--- config.mk ---
export PLATFORM = sky130hd
export DESIGN_NAME = fetch_queue_stage
export DESIGN_NICKNAME = d
export VERILOG_FILES = /design/src/rtl/fetch_pkg.sv /design/src/rtl/fetch_fifo.sv /design/src/rtl/fetch_queue_stage.sv
export SDC_FILE = /design/constraint.sdc
export NUM_CORES = 1
export LEC_CHECK = 0
export CORE_ASPECT_RATIO = 1.1
export CORE_MARGIN = 2
export CORE_UTILIZATION = 50
export CTS_CLUSTER_SIZE = 12
export DETAILED_ROUTE_END_ITERATION = 12
export GPL_ROUTABILITY_DRIVEN = 0
export GPL_TIMING_DRIVEN = 0
export MAX_ROUTING_LAYER = met4
export PLACE_DENSITY = 0.8
export REMOVE_ABC_BUFFERS = 1
export SYNTH_ARGS = -nofsm -noshare
export SYNTH_HDL_FRONTEND = slang
export SYNTH_SLANG_ARGS = --single-unit
--- constraint.sdc ---
create_clock -name clk -period 5.4 [get_ports clk]
set_input_delay 1.35 -clock clk [delete_from_list [all_inputs] [get_ports clk]]
set_output_delay 1.35 -clock clk [all_outputs]
set_load 0.01 [all_outputs]
--- src/rtl/fetch_pkg.sv ---
// Shared types and default constants for the instruction-fetch front end.
package fetch_pkg;

  localparam int AW_DEF    = 16;
  localparam int IW_DEF    = 16;
  localparam int INC_DEF   = 2;
  localparam int DEPTH_DEF = 4;

  typedef struct packed {
    logic [IW_DEF-1:0] inst;
    logic [AW_DEF-1:0] pc;
  } fetch_entry_t;

  // Width of a counter that must represent 0..depth inclusive.
  function automatic int cnt_width(input int depth);
    return $clog2(depth + 1);
  endfunction

endpackage

--- src/rtl/fetch_fifo.sv ---
// Small circular FIFO with a combinational head view, used to buffer fetched
// instructions; flush empties it in one cycle and overrides push/pop.
module fetch_fifo
  import fetch_pkg::*;
#(
  parameter int  DEPTH = DEPTH_DEF,
  parameter type T     = fetch_entry_t
) (
  input  logic                         clk,
  input  logic                         rst_n,
  input  T                             i_data,
  input  logic                         i_push,
  input  logic                         i_pop,
  input  logic                         i_flush,
  output T                             o_head,
  output logic                         o_full,
  output logic                         o_empty,
  output logic [cnt_width(DEPTH)-1:0]  o_count
);

  localparam int PW = $clog2(DEPTH);
  localparam int CW = cnt_width(DEPTH);

  T               r_mem [DEPTH];
  logic [PW-1:0]  r_wptr;
  logic [PW-1:0]  r_rptr;
  logic [CW-1:0]  r_count;
  logic           w_do_push;
  logic           w_do_pop;

  assign o_empty   = (r_count == '0);
  assign o_full    = (r_count == CW'(DEPTH));
  assign o_count   = r_count;
  assign o_head    = r_mem[r_rptr];
  assign w_do_push = i_push && !i_flush;
  assign w_do_pop  = i_pop && !o_empty && !i_flush;

  // Storage has no reset; only pointers and count carry state that matters.
  always_ff @(posedge clk) begin
    if (w_do_push) begin
      r_mem[r_wptr] <= i_data;
    end
  end

  // Pointers wrap naturally because DEPTH is a power of two.
  always_ff @(posedge clk or negedge rst_n) begin
    if (!rst_n) begin
      r_wptr  <= '0;
      r_rptr  <= '0;
      r_count <= '0;
    end else if (i_flush) begin
      r_wptr  <= '0;
      r_rptr  <= '0;
      r_count <= '0;
    end else begin
      if (w_do_push) begin
        r_wptr <= r_wptr + PW'(1);
      end
      if (w_do_pop) begin
        r_rptr <= r_rptr + PW'(1);
      end
      r_count <= r_count + CW'(w_do_push) - CW'(w_do_pop);
    end
  end

endmodule

--- src/rtl/fetch_queue_stage.sv ---
// Fetch front end: owns the PC, issues in-order imem requests under a credit
// limit, squashes responses across redirects and queues results for decode.
module fetch_queue_stage
  import fetch_pkg::*;
#(
  parameter int             AW       = AW_DEF,
  parameter int             IW       = IW_DEF,
  parameter int             INC      = INC_DEF,
  parameter int             DEPTH    = DEPTH_DEF,
  parameter logic [AW-1:0]  RESET_PC = '0
) (
  input  logic           clk,
  input  logic           rst_n,
  input  logic           hlt,
  input  logic           redirect,
  input  logic [AW-1:0]  redirect_pc,
  output logic           imem_req,
  output logic [AW-1:0]  imem_addr,
  input  logic           imem_rvalid,
  input  logic [IW-1:0]  imem_rdata,
  output logic           dec_valid,
  input  logic           dec_ready,
  output logic [IW-1:0]  dec_inst,
  output logic [AW-1:0]  dec_pc,
  output logic [AW-1:0]  dec_pc_next
);

  localparam int CW = cnt_width(DEPTH);

  typedef struct packed {
    logic [IW-1:0] inst;
    logic [AW-1:0] pc;
  } entry_t;

  logic           r_run;
  logic [AW-1:0]  r_pc;
  logic [AW-1:0]  r_resp_pc;
  logic [CW-1:0]  r_outstanding;
  logic [CW-1:0]  r_drop_cnt;

  logic [CW-1:0]  w_occ;
  logic           w_full;
  logic           w_empty;
  entry_t         w_head;
  entry_t         w_push_entry;
  logic [CW:0]    w_credit_used;
  logic           w_issue;
  logic           w_drop;
  logic           w_push;
  logic           w_pop;

  // Every queue slot is reserved at issue time, so a response always fits.
  assign w_credit_used = {1'b0, w_occ} + {1'b0, r_outstanding};
  assign w_issue       = r_run && !hlt && !redirect && (w_credit_used < (CW+1)'(DEPTH));
  assign w_drop        = redirect || (r_drop_cnt != '0);
  assign w_push        = imem_rvalid && !w_drop;
  assign w_pop         = !w_empty && dec_ready;
  assign w_push_entry  = '{inst: imem_rdata, pc: r_resp_pc};

  assign imem_req    = w_issue;
  assign imem_addr   = r_pc;
  assign dec_valid   = !w_empty;
  assign dec_inst    = w_head.inst;
  assign dec_pc      = w_head.pc;
  assign dec_pc_next = w_head.pc + AW'(INC);

  fetch_fifo #(
    .DEPTH (DEPTH),
    .T     (entry_t)
  ) u_fifo (
    .clk     (clk),
    .rst_n   (rst_n),
    .i_data  (w_push_entry),
    .i_push  (w_push),
    .i_pop   (w_pop),
    .i_flush (redirect),
    .o_head  (w_head),
    .o_full  (w_full),
    .o_empty (w_empty),
    .o_count (w_occ)
  );

  // r_run holds off the first request until the cycle after reset release.
  always_ff @(posedge clk or negedge rst_n) begin
    if (!rst_n) begin
      r_run         <= 1'b0;
      r_pc          <= RESET_PC;
      r_resp_pc     <= RESET_PC;
      r_outstanding <= '0;
      r_drop_cnt    <= '0;
    end else begin
      r_run <= 1'b1;
      if (redirect) begin
        // Whatever is still in flight after this cycle belongs to the old path.
        r_pc          <= redirect_pc;
        r_resp_pc     <= redirect_pc;
        r_outstanding <= r_outstanding - CW'(imem_rvalid);
        r_drop_cnt    <= r_outstanding - CW'(imem_rvalid);
      end else begin
        if (w_issue) begin
          r_pc <= r_pc + AW'(INC);
        end
        if (w_push) begin
          r_resp_pc <= r_resp_pc + AW'(INC);
        end
        if (imem_rvalid && (r_drop_cnt != '0)) begin
          r_drop_cnt <= r_drop_cnt - CW'(1);
        end
        r_outstanding <= r_outstanding + CW'(w_issue) - CW'(imem_rvalid);
      end
    end
  end

  always @(posedge clk) begin
    if (rst_n) begin
      a_credit: assert (w_credit_used <= (CW+1)'(DEPTH));
      a_drop:   assert (r_drop_cnt <= r_outstanding);
      a_rvalid: assert (!(imem_rvalid && (r_outstanding == '0)));
      a_room:   assert (!(w_push && w_full && !w_pop));
    end
  end

endmodule
**Word-level counts from Yosys, hierarchy flattened**

Memories as Yosys holds them, arrays and structs flattened.
Cells that the tools add are included.

- Register bits: 46
- Memories kept: 1
- Word-level logic and storage cells: 57
- Output and inout bits: 66
- Memory bits (writable): 128

- Order comparisons: 1
- Mux-type cells: 14
- Reduce and logical (&&, ||, !) cells: 21
- Add/sub/neg operators: 12

Memories:

| memory | words | bits a word | read ports | clocked after memory_dff | wr ports | RTL line | RTL |
|---|---|---|---|---|---|---|---|
| u_fifo.r_mem | 4 | 32 | 1 | 0 | 1 | fetch_fifo.sv:24 | `T r_mem [DEPTH];` |

Operators with widths:

| cell | count |
|---|---|
| $mux 16 | 4 |
| $add 16x2->16 const B | 3 |
| $mux 3 | 4 |
| $reduce_bool 2->1 | 5 |
| $logic_and 1x1->1 | 9 |
| $sub 3x1->3 | 3 |
| $mux 2 | 4 |
| $add 3x1->3 | 2 |
| $add 2x1->2 const B | 2 |
| $add 3x3->4 | 1 |
| $logic_not 1->1 | 4 |
| $lt 4x3->1 const B | 1 |
| $logic_not 3->1 | 1 |
| $reduce_bool 3->1 | 1 |
| $sub 3x1->3 const B | 1 |
| $mux 1 | 2 |
| $logic_or 1x1->1 | 1 |

**Longest topological paths before layout**

- Word-level depth: 8
- Depth in mapped cells: 10

**Hierarchy**

Synthesis repeated with hierarchy kept, for this count alone.

- Cells, all modules: 484
- Area, all modules: 7653.6 um2

By module, submodules not included:

| module | cells each | times used | area each (um2) |
|---|---|---|---|
| fetch_fifo | 212 | 1 | 5127.4 |
| fetch_queue_stage | 272 | 1 | 2526.2 |

**Worst setup path after synthesis**

Ideal clock, no wire load.

- Kind: input to output
- From: input redirect
- To: output imem_req
- Buffers on the path: 1
- Cell stages on the path: 3
- Arrival: 2.097 ns
- Slack: 1.953 ns
- Required time: 4.050 ns
- Cells stage by stage: or4_4 > inv_2 > buf_6

- Cells in the longest elaborated chain, start to end: 3

RTL lines:

| item | RTL line | RTL |
|---|---|---|
| start: declaration | fetch_queue_stage.sv:15 | `input logic redirect,` |
| $logic_not 1->1 | fetch_queue_stage.sv:54 | `assign w_issue = r_run && !hlt && !redirect && (w_credit_used < (CW+1)'(DEPTH));` |
| $logic_and 1x1->1 (2 in a row) | fetch_queue_stage.sv:54 |  |
| end: declaration | fetch_queue_stage.sv:17 | `output logic imem_req,` |

Every way passes these cells.

**Final worst setup path**

Ends and elaborated chain as after synthesis.

==> impl_metrics.ini <==
[placed_design]
pre_cts_ws_ps = -170
io_buffers = 103
place_area_um2 = 8670
hpwl_um = 9190

[global_routing]
antenna_found_initial = 0
grt_use_met2_pct = 30.5
grt.total_usage_pct = 19.5
grt_pass1_wl_um = 23100
grtUsageMet3_pct = 4.63
grt.busiest_layer = met2
grt_remaining_overflow = 0
use_met1_pct = 25.7
grt_max_degree = 40
first_global_vias = 4506

[routing]
vias_per_cell = 5.53
drcViolationCount = 0
wl_per_cell_um = 18.1
postRouteAntennaNets = 0
wl_um = 14200
dr_total_vias = 4333
initialDrtViolationCount = 387
drtPass1Iterations = 4

[logic_synthesis]
synth.most_common_cell = edfxtp_1
netlist_instances = 472
yosysWarnings = 0
synth_area_per_cell_um2 = 15.8
synthesis.area_um2 = 7450
synthTopCellsByArea = edfxtp_1 52%, dfrtp_1 15%, mux4_2 9.7%, ha_1 2.9%, xor2_1 2.7%
ys_seq_area_share_pct = 67.1
synthArstFlopShare_pct = 26.4
synth_edf_count = 128
yosysTopAreaCellShare_pct = 51.6
ys_types = 41
synth_ff_type = edfxtp_1
ys_ff_latch = 174
synth_top_area_cell = edfxtp_1
synthTopCellsByCount = 128 x edfxtp_1, 46 x dfrtp_1, 34 x nand2_1

[clock_network]
root_buffer = clkbuf_16
ctsHoldBuffers = 0
htreeDepth = 4
cts_tree = yes
cts_setup_buffers = 0
clock_latency_ps = 430
clkTransAtPathRegs_ps = 60
cts_buffers = 17
clk_path_buf_depth = 2
cts_resized = 1
cts.sinks = 174

[sta]
final_max_slew_viol_count = 0
max_clock_freq_mhz = 208
final-setup-viol-count = 0
maxSlewHeadroom_pct = 43.4
whs_ps = 517
clock_skew_ps = 8.44
finalSetupTns_ps = 0
fin_ws_ps = 589
worstMarginPinSlew_ps = 849
fin_crit_ps = 4810
rsz0062_at_grt = false
period_share_pct = 89.1
hold_viol = 0

[power_and_ir_drop]
p_comb_share_pct = 28.3
p_leak_uw = 0.00328
p_total_uw = 3970
p_per_area_nw_per_um2 = 429
p_seq_share_pct = 42.2
ir_worst_vdd_mv = 0.225
switching_power_uw = 1070
clkPwrFrac_pct = 29.5
sw_frac_of_total_pct = 27.0
p_int_uw = 2900

[floorplan]
initial_core_util_pct = 51.3
die_area_um2 = 15900
ios = 104
core_um2 = 14500
fp.dieH_um = 132
rows = 46
die_x_um = 120

[critical_path]
crit_type = primary input to primary output
required_ps = 4050
endpoint_kind = primary output
critical_path.max_fanout = 29
cp.arrival_ps = 3460
critPathLaunchType = primary input

[layout]
num_antenna_cells = 0
final_area_um2 = 9260
area_growth_syn_to_layout_pct = 24.3
finalNetCount = 636
drive_gt1_share_pct = 13.5

[min_path]
hp-class = register to register

[run_status]
status = finished, final reports clean

[job]
cap_violations = 0
## layout by cell type (no fill, tap or decap), types with 11 or more instances in the layout
| master | n |
|---|---|
| edfxtp_1 | 128 |
| clkdlybuf4s50_1 | 101 |
| dfrtp_1 | 44 |
| nand2_1 | 34 |
| mux4_2 | 32 |
| xor2_1 | 23 |
| inv_1 | 22 |
| xnor2_1 | 21 |
| nand3_1 | 21 |
| o21ai_0 | 21 |
| nor2_1 | 20 |
| ha_1 | 17 |
| clkbuf_16 | 17 |
| mux2_2 | 11 |
## sequential cells by signal, summed over array words and instances, names as in the netlist
register and flops:
r_outstanding 3, r_drop_cnt 3, r_run 1, u_fifo.o_count 3, imem_addr 16, u_fifo.r_wptr 2, u_fifo.r_rptr 2, u_fifo.r_mem 128
r_resp_pc 16
## layout make-up
class	count	area [µm²]
clock buffer	22	444
clock inverter	9	119
fill	1075	5250
inverter	23	86.3
multi-input combinational	257	2280
sequential	174	5000
tap	192	240
timing repair buffer	106	1090
## power by group through the flow
stage               sequential [µW]  combinational [µW]  clock [µW]
finish                         1680                1120        1170
global route                   1700                1220        1250
CTS                            1680                1140        1190
detailed placement             1700                1130           0
global placement               1740                1050           0
floorplan                      1710                 590           0
## metal layers
metal  part of all wire [%]  wire length, µm
met5                      0                0
met4                    1.4              205
met3                    5.7              806
met2                     50             7030
met1                     43             6120
## critical path, stage by stage
cell and delay [ps]:
dlygate4sd2_1 390, buf_16 240, or4_4 650, inv_2 230, clkdlybuf4s50_1 580
## metrics by stage
step	utilization, %	std cells
6_report	63.8	783
3_3_place_gp	59.5	749
3_5_place_dp	59.8	751
4_1_cts	63.6	782
2_1_floorplan	-	454
5_1_grt	63.8	783
## final timing paths
| path | start | to | slack [ps] | depth (start not counted) |
|---|---|---|---|---|
| worst max-delay path | redirect | imem_req | 590 | 5 |
| max in group asynchronous | rst_n | u_fifo.r_rptr[0]$_DFFE_PN0P_ | 4100 | 2 |
| worst max register to register | r_outstanding[2]$_DFF_PN0_ | r_outstanding[2]$_DFF_PN0_ | 2440 | 9 |
| min in group asynchronous | rst_n | r_resp_pc[11]$_DFFE_PN0N_ | 790 | 1 |
| worst min register to register | r_outstanding[2]$_DFF_PN0_ | r_outstanding[2]$_DFF_PN0_ | 520 | 1 |
| worst min-delay path | r_outstanding[2]$_DFF_PN0_ | r_outstanding[2]$_DFF_PN0_ | 520 | 1 |
## cell families (layout without fill, tap and decap cells)
group | after synthesis | after routing | share of synthesized area, %
flip-flops | 174 | 174 | 67.1
AND/OR/NAND/NOR | 111 | 111 | 7.38
other | 1 | 1 | 0.0504
AO/OA/AOI/OAI | 38 | 38 | 2.97
multiplexers | 44 | 44 | 11.5
buffers and inverters | 41 | 160 | 2.42
adder cells (fa/ha/maj) | 19 | 19 | 3.39
XOR/XNOR | 44 | 44 | 5.17
Power figures use the tool's default switching activity.
==> RTL edit 1, RTL diff (same settings) <==
Change the package constant `DEPTH_DEF` from 4 to 8.
--- a/src/rtl/fetch_pkg.sv
+++ b/src/rtl/fetch_pkg.sv
@@ -4,7 +4,7 @@
   localparam int AW_DEF    = 16;
   localparam int IW_DEF    = 16;
   localparam int INC_DEF   = 2;
-  localparam int DEPTH_DEF = 4;
+  localparam int DEPTH_DEF = 8;
 
   typedef struct packed {
     logic [IW_DEF-1:0] inst;
Function: changed (a bounded check fails within 10 cycles, from zero or initial values and one cycle with rst_n low).
==> RTL edit 1 against the original RTL <==
- final area grew 67%
- die area grew 70%
- sequential cell count grew 133
- area after synthesis grew 73%
- count of clock-buffer cells in the layout grew 32
- routed wire length grew 89%
- utilization shrank 2.7 points
- setup slack lost 340 ps
- power grew 58%
- critical path depth grew 3
- first-iteration DRC count grew 30%
- critical path type is now flip-flop to primary output
- largest cell class unchanged
- highest routed layer unchanged
==> RTL edit 1: results (changes against the original RTL) <==
clk sinks=307 (+76%); post-synth cell types=56 (+37%); Synth Area in Adders=0.0235 (-0.0104); met3 WL=1340 µm (+67%); Critical Path AT=3800 ps (+340 ps); Critical Path Source=u_fifo.r_rptr[1]; met1 WL=11,100 µm (+81%); clock-cell share of area=0.0582 (-0.00261); placed cells=1,172 (+56%); Synth area leaders=edfxtp_1 (60%), dfrtp_1 (9.9%), mux4_2 (9.8%); GRT met3 Usage=0.0251 (-0.0212); run status=finished clean; Post-synth EDFFs=256 (+100%); worst hold slack=516 ps (-0.631 ps); GR Layer Usage met2=0.346 (+0.0410); met1 usage in global routing=0.272 (+0.0146); routed via count=6,991 (+61%); vias in the first global route=7,292 (+62%); Final nets=920 (+45%); xor/xnor share of the synthesized area=0.0270 (-0.0247); post-cts sizing count=0 (-1); R2R setup slack=2340 ps (-100 ps); sequential cell area share=0.580 (+0.0399); Non-CTS buffers=122 (+15%); Mapped Avg Cell Area=17.5 µm² (+11%); Slowest-stage cell, CP=dfrtp_4
==> RTL edit 1: cell types whose count changed in the layout (fill, tap and decap cells not counted), moves of 6 or more <==
cell and change:
o311ai_0 +7, mux2_2 +12, mux4_1 +8, clkbuf_1 +15, edfxtp_1 +128, nand2_1 +15
nor2_4 +6, inv_1 +7, xor2_1 -7, mux4_2 +24, clkbuf_16 +15, o21ai_0 +14
buf_6 +7
==> RTL edit 1: cells by family after synthesis <==
logic type,count (synthesis)
AO/OA/AOI/OAI,77
XOR/XNOR,38
multiplexers,96
other,1
adder cells (fa/ha/maj),23
AND/OR/NAND/NOR,132
buffers and inverters,60
flip-flops,307
==> RTL edit 1: power by group <==
part           switching (mW)  internal [mW]
Clock                   0.825           1.10
Sequential              0.165           2.68
Combinational           0.660          0.834
Total                    1.65           4.61
==> RTL edit 2, RTL diff (same flow settings) <==
Made on the original files. Reset style: synchronous (`rst_n`), changed in 2 clocked blocks.
--- a/src/rtl/fetch_fifo.sv
+++ b/src/rtl/fetch_fifo.sv
@@ -43,7 +43,7 @@
   end
 
   // Pointers wrap naturally because DEPTH is a power of two.
-  always_ff @(posedge clk or negedge rst_n) begin
+  always_ff @(posedge clk) begin
     if (!rst_n) begin
       r_wptr  <= '0;
       r_rptr  <= '0;
--- a/src/rtl/fetch_queue_stage.sv
+++ b/src/rtl/fetch_queue_stage.sv
@@ -81,7 +81,7 @@
   );
 
   // r_run holds off the first request until the cycle after reset release.
-  always_ff @(posedge clk or negedge rst_n) begin
+  always_ff @(posedge clk) begin
     if (!rst_n) begin
       r_run         <= 1'b0;
       r_pc          <= RESET_PC;
Function: differs if rst_n is asserted again (counterexample within 4 cycles, from zero or initial values and one cycle with rst_n low); with rst_n held inactive, the same outputs for 4 cycles.
==> RTL edit 2 against the original RTL <==
- via count up 1.8%
- cell count increased by 1.8%
- routed wire length rose by 1.2%
- global-route usage increased by 0.52 points
- sequential cell count rose by 2
- final area decreased by 2.0%
- count of clock-buffer cells in the layout is 1 lower
- first-iteration DRC count down 27%
- sequential share of layout area down 1.0 points
- setup slack worse by 440 ps
- area after synthesis down 1.6%
Power is not compared: it rests on default switching activity, and its combinational part moved more than twofold at a synthesized area within 25%.
==> RTL edit 2: results (changes against the original RTL) <==
run status=finished clean; post-synth cell types=41 (unchanged); Final nets=651 (+2.4%); final wirelength=14,300 µm (+1.2%); GR Util All Layers=0.201 (+0.00524); vias in the first global route=4,574 (+1.5%); Clock Path Buffers=2 (unchanged); Post-CTS Setup Repair Bufs=0 (unchanged); Ys Warns=0 (unchanged); post-cts sizing count=0 (-1); P_int=2.35 mW; sequential area share after synthesis=0.656 (-0.0151); Worst Path Max Fanout=23 (-21%); Synth area leaders=edfxtp_1 (52%), dfxtp_1 (13%), mux4_2 (9.2%); clk slew on worst S/H paths=60 ps (about the same); Largest register FFs=128 (unchanged); relative slew slack=0.215 (-0.219); Post-synth EDFFs=128 (unchanged); maximum VDD drop=0.226 mV; hold depth=2 (+1); Inserted Diodes=0 (unchanged); Detailed Place HPWL=9310 µm (+1.3%); asr flop ratio synth=0 (-0.264); share of cells above drive strength 1=0.107 (-0.0279); clk_skew=5.64 ps (-2.80 ps); antenna violations before repair=0 (unchanged); most frequent cells after synthesis=edfxtp_1 (128), dfxtp_1 (48), nand2_1 (33); htree depth=4 (unchanged); Hold WC Path Type=flip-flop to flip-flop; most flop-heavy register=u_fifo.r_mem; router iterations before antenna repair=5 (+1); DRT iter0 DRCs=282 (-27%); first-pass GRT wire length=23,000 µm (-0.18%); Worst R2R Path Depth=10 (+1); clk_lat worst skew=410 ps (-20 ps); pin count of the biggest net entering global routing=45 (+13%); Port Buffers=103 (unchanged); root buffer cell=clkbuf_16; LEAKAGE=3.11 nW; CTS Buf Count=17 (unchanged); Critical Path AT=3910 ps (+450 ps); routed via count=4,411 (+1.8%)
-- RTL edit 2: changes by cell type in the layout (fill, tap and decap cells not counted), sizes merged, moves of 5 or more --
cell / unedited run / this run
dfxtp: 0 / 48
dfrtp: 46 / 0
a21oi: 5 / 23
mux2: 12 / 2
nand3: 21 / 11
nand4: 8 / 16
and2: 2 / 9
nor2: 20 / 27
inv: 23 / 18
-- RTL edit 2: path summary, 6_finish.rpt --
kind | endpoint | from | slack (ps)
worst max-delay path | imem_req | redirect | 140
worst min-delay path | imem_addr[0] | imem_addr[0] | 460
worst max register to register | r_outstanding[2] | u_fifo.o_count[1] | 2670
worst min register to register | imem_addr[0] | imem_addr[0] | 460
-- RTL edit 2: layout make-up --
| type | count | area, µm² |
|---|---|---|
| Clock buffer | 21 | 440 |
| Clock inverter | 9 | 118 |
| Fill cell | 1080 | 5320 |
| Inverter | 18 | 67.6 |
| Multi-Input combinational cell | 277 | 2350 |
| Sequential cell | 176 | 4810 |
| Tap cell | 192 | 240 |
| Timing Repair Buffer | 104 | 1050 |
-- RTL edit 2: power groups by stage --
stage / logic, mW / registers, mW / clock network (mW)
4_1_cts: 0.268 / 1.53 / 1.19
3_5_place_dp: 0.266 / 1.56 / 0
6_report: 0.265 / 1.53 / 1.17
5_1_grt: 0.291 / 1.54 / 1.24
2_1_floorplan: 0.133 / 1.55 / 0
3_3_place_gp: 0.257 / 1.56 / 0
-- RTL edit 2: worst max-delay path, cell delays in order --
cell             delay, ps
clkdlybuf4s50_1        820
nor2_1                 240
nand4_1                360
inv_1                  490
clkdlybuf4s50_1        630
-- RTL edit 2: routing by layer --
metal / share of wire / up-vias / global-route usage
met5: 0 / - / -
met4: 0.017 / 0 / 0.0865
met3: 0.051 / 25 / 0.0382
met2: 0.51 / 165 / 0.344
met1: 0.42 / 2168 / 0.234
li1: - / 2053 / -
-- RTL edit 2: through the flow --
stage | setup slack [ps] | std cells | area (µm²)
floorplan | 1170 | 471 | 7220
detailed placement | 179 | 767 | 8520
global placement | 23.3 | 766 | 8490
finish | 145 | 797 | 9070
global route | 31.2 | 797 | 9070
CTS | 163 | 797 | 9070
-- RTL edit 2: kinds of logic (layout without fill, tap and decap cells) --
| kind of cell | count (synthesis) | after routing | share of synthesized area |
|---|---|---|---|
| DFF | 176 | 176 | 0.656 |
| and+or+nand+nor | 122 | 122 | 0.0861 |
| AOI/OAI and AO/OA | 60 | 60 | 0.0466 |
| xor gates and xnor gates | 41 | 41 | 0.0490 |
| buffers and inverters | 38 | 152 | 0.0244 |
| muxes | 35 | 35 | 0.104 |
| adders and majority gates | 19 | 19 | 0.0345 |
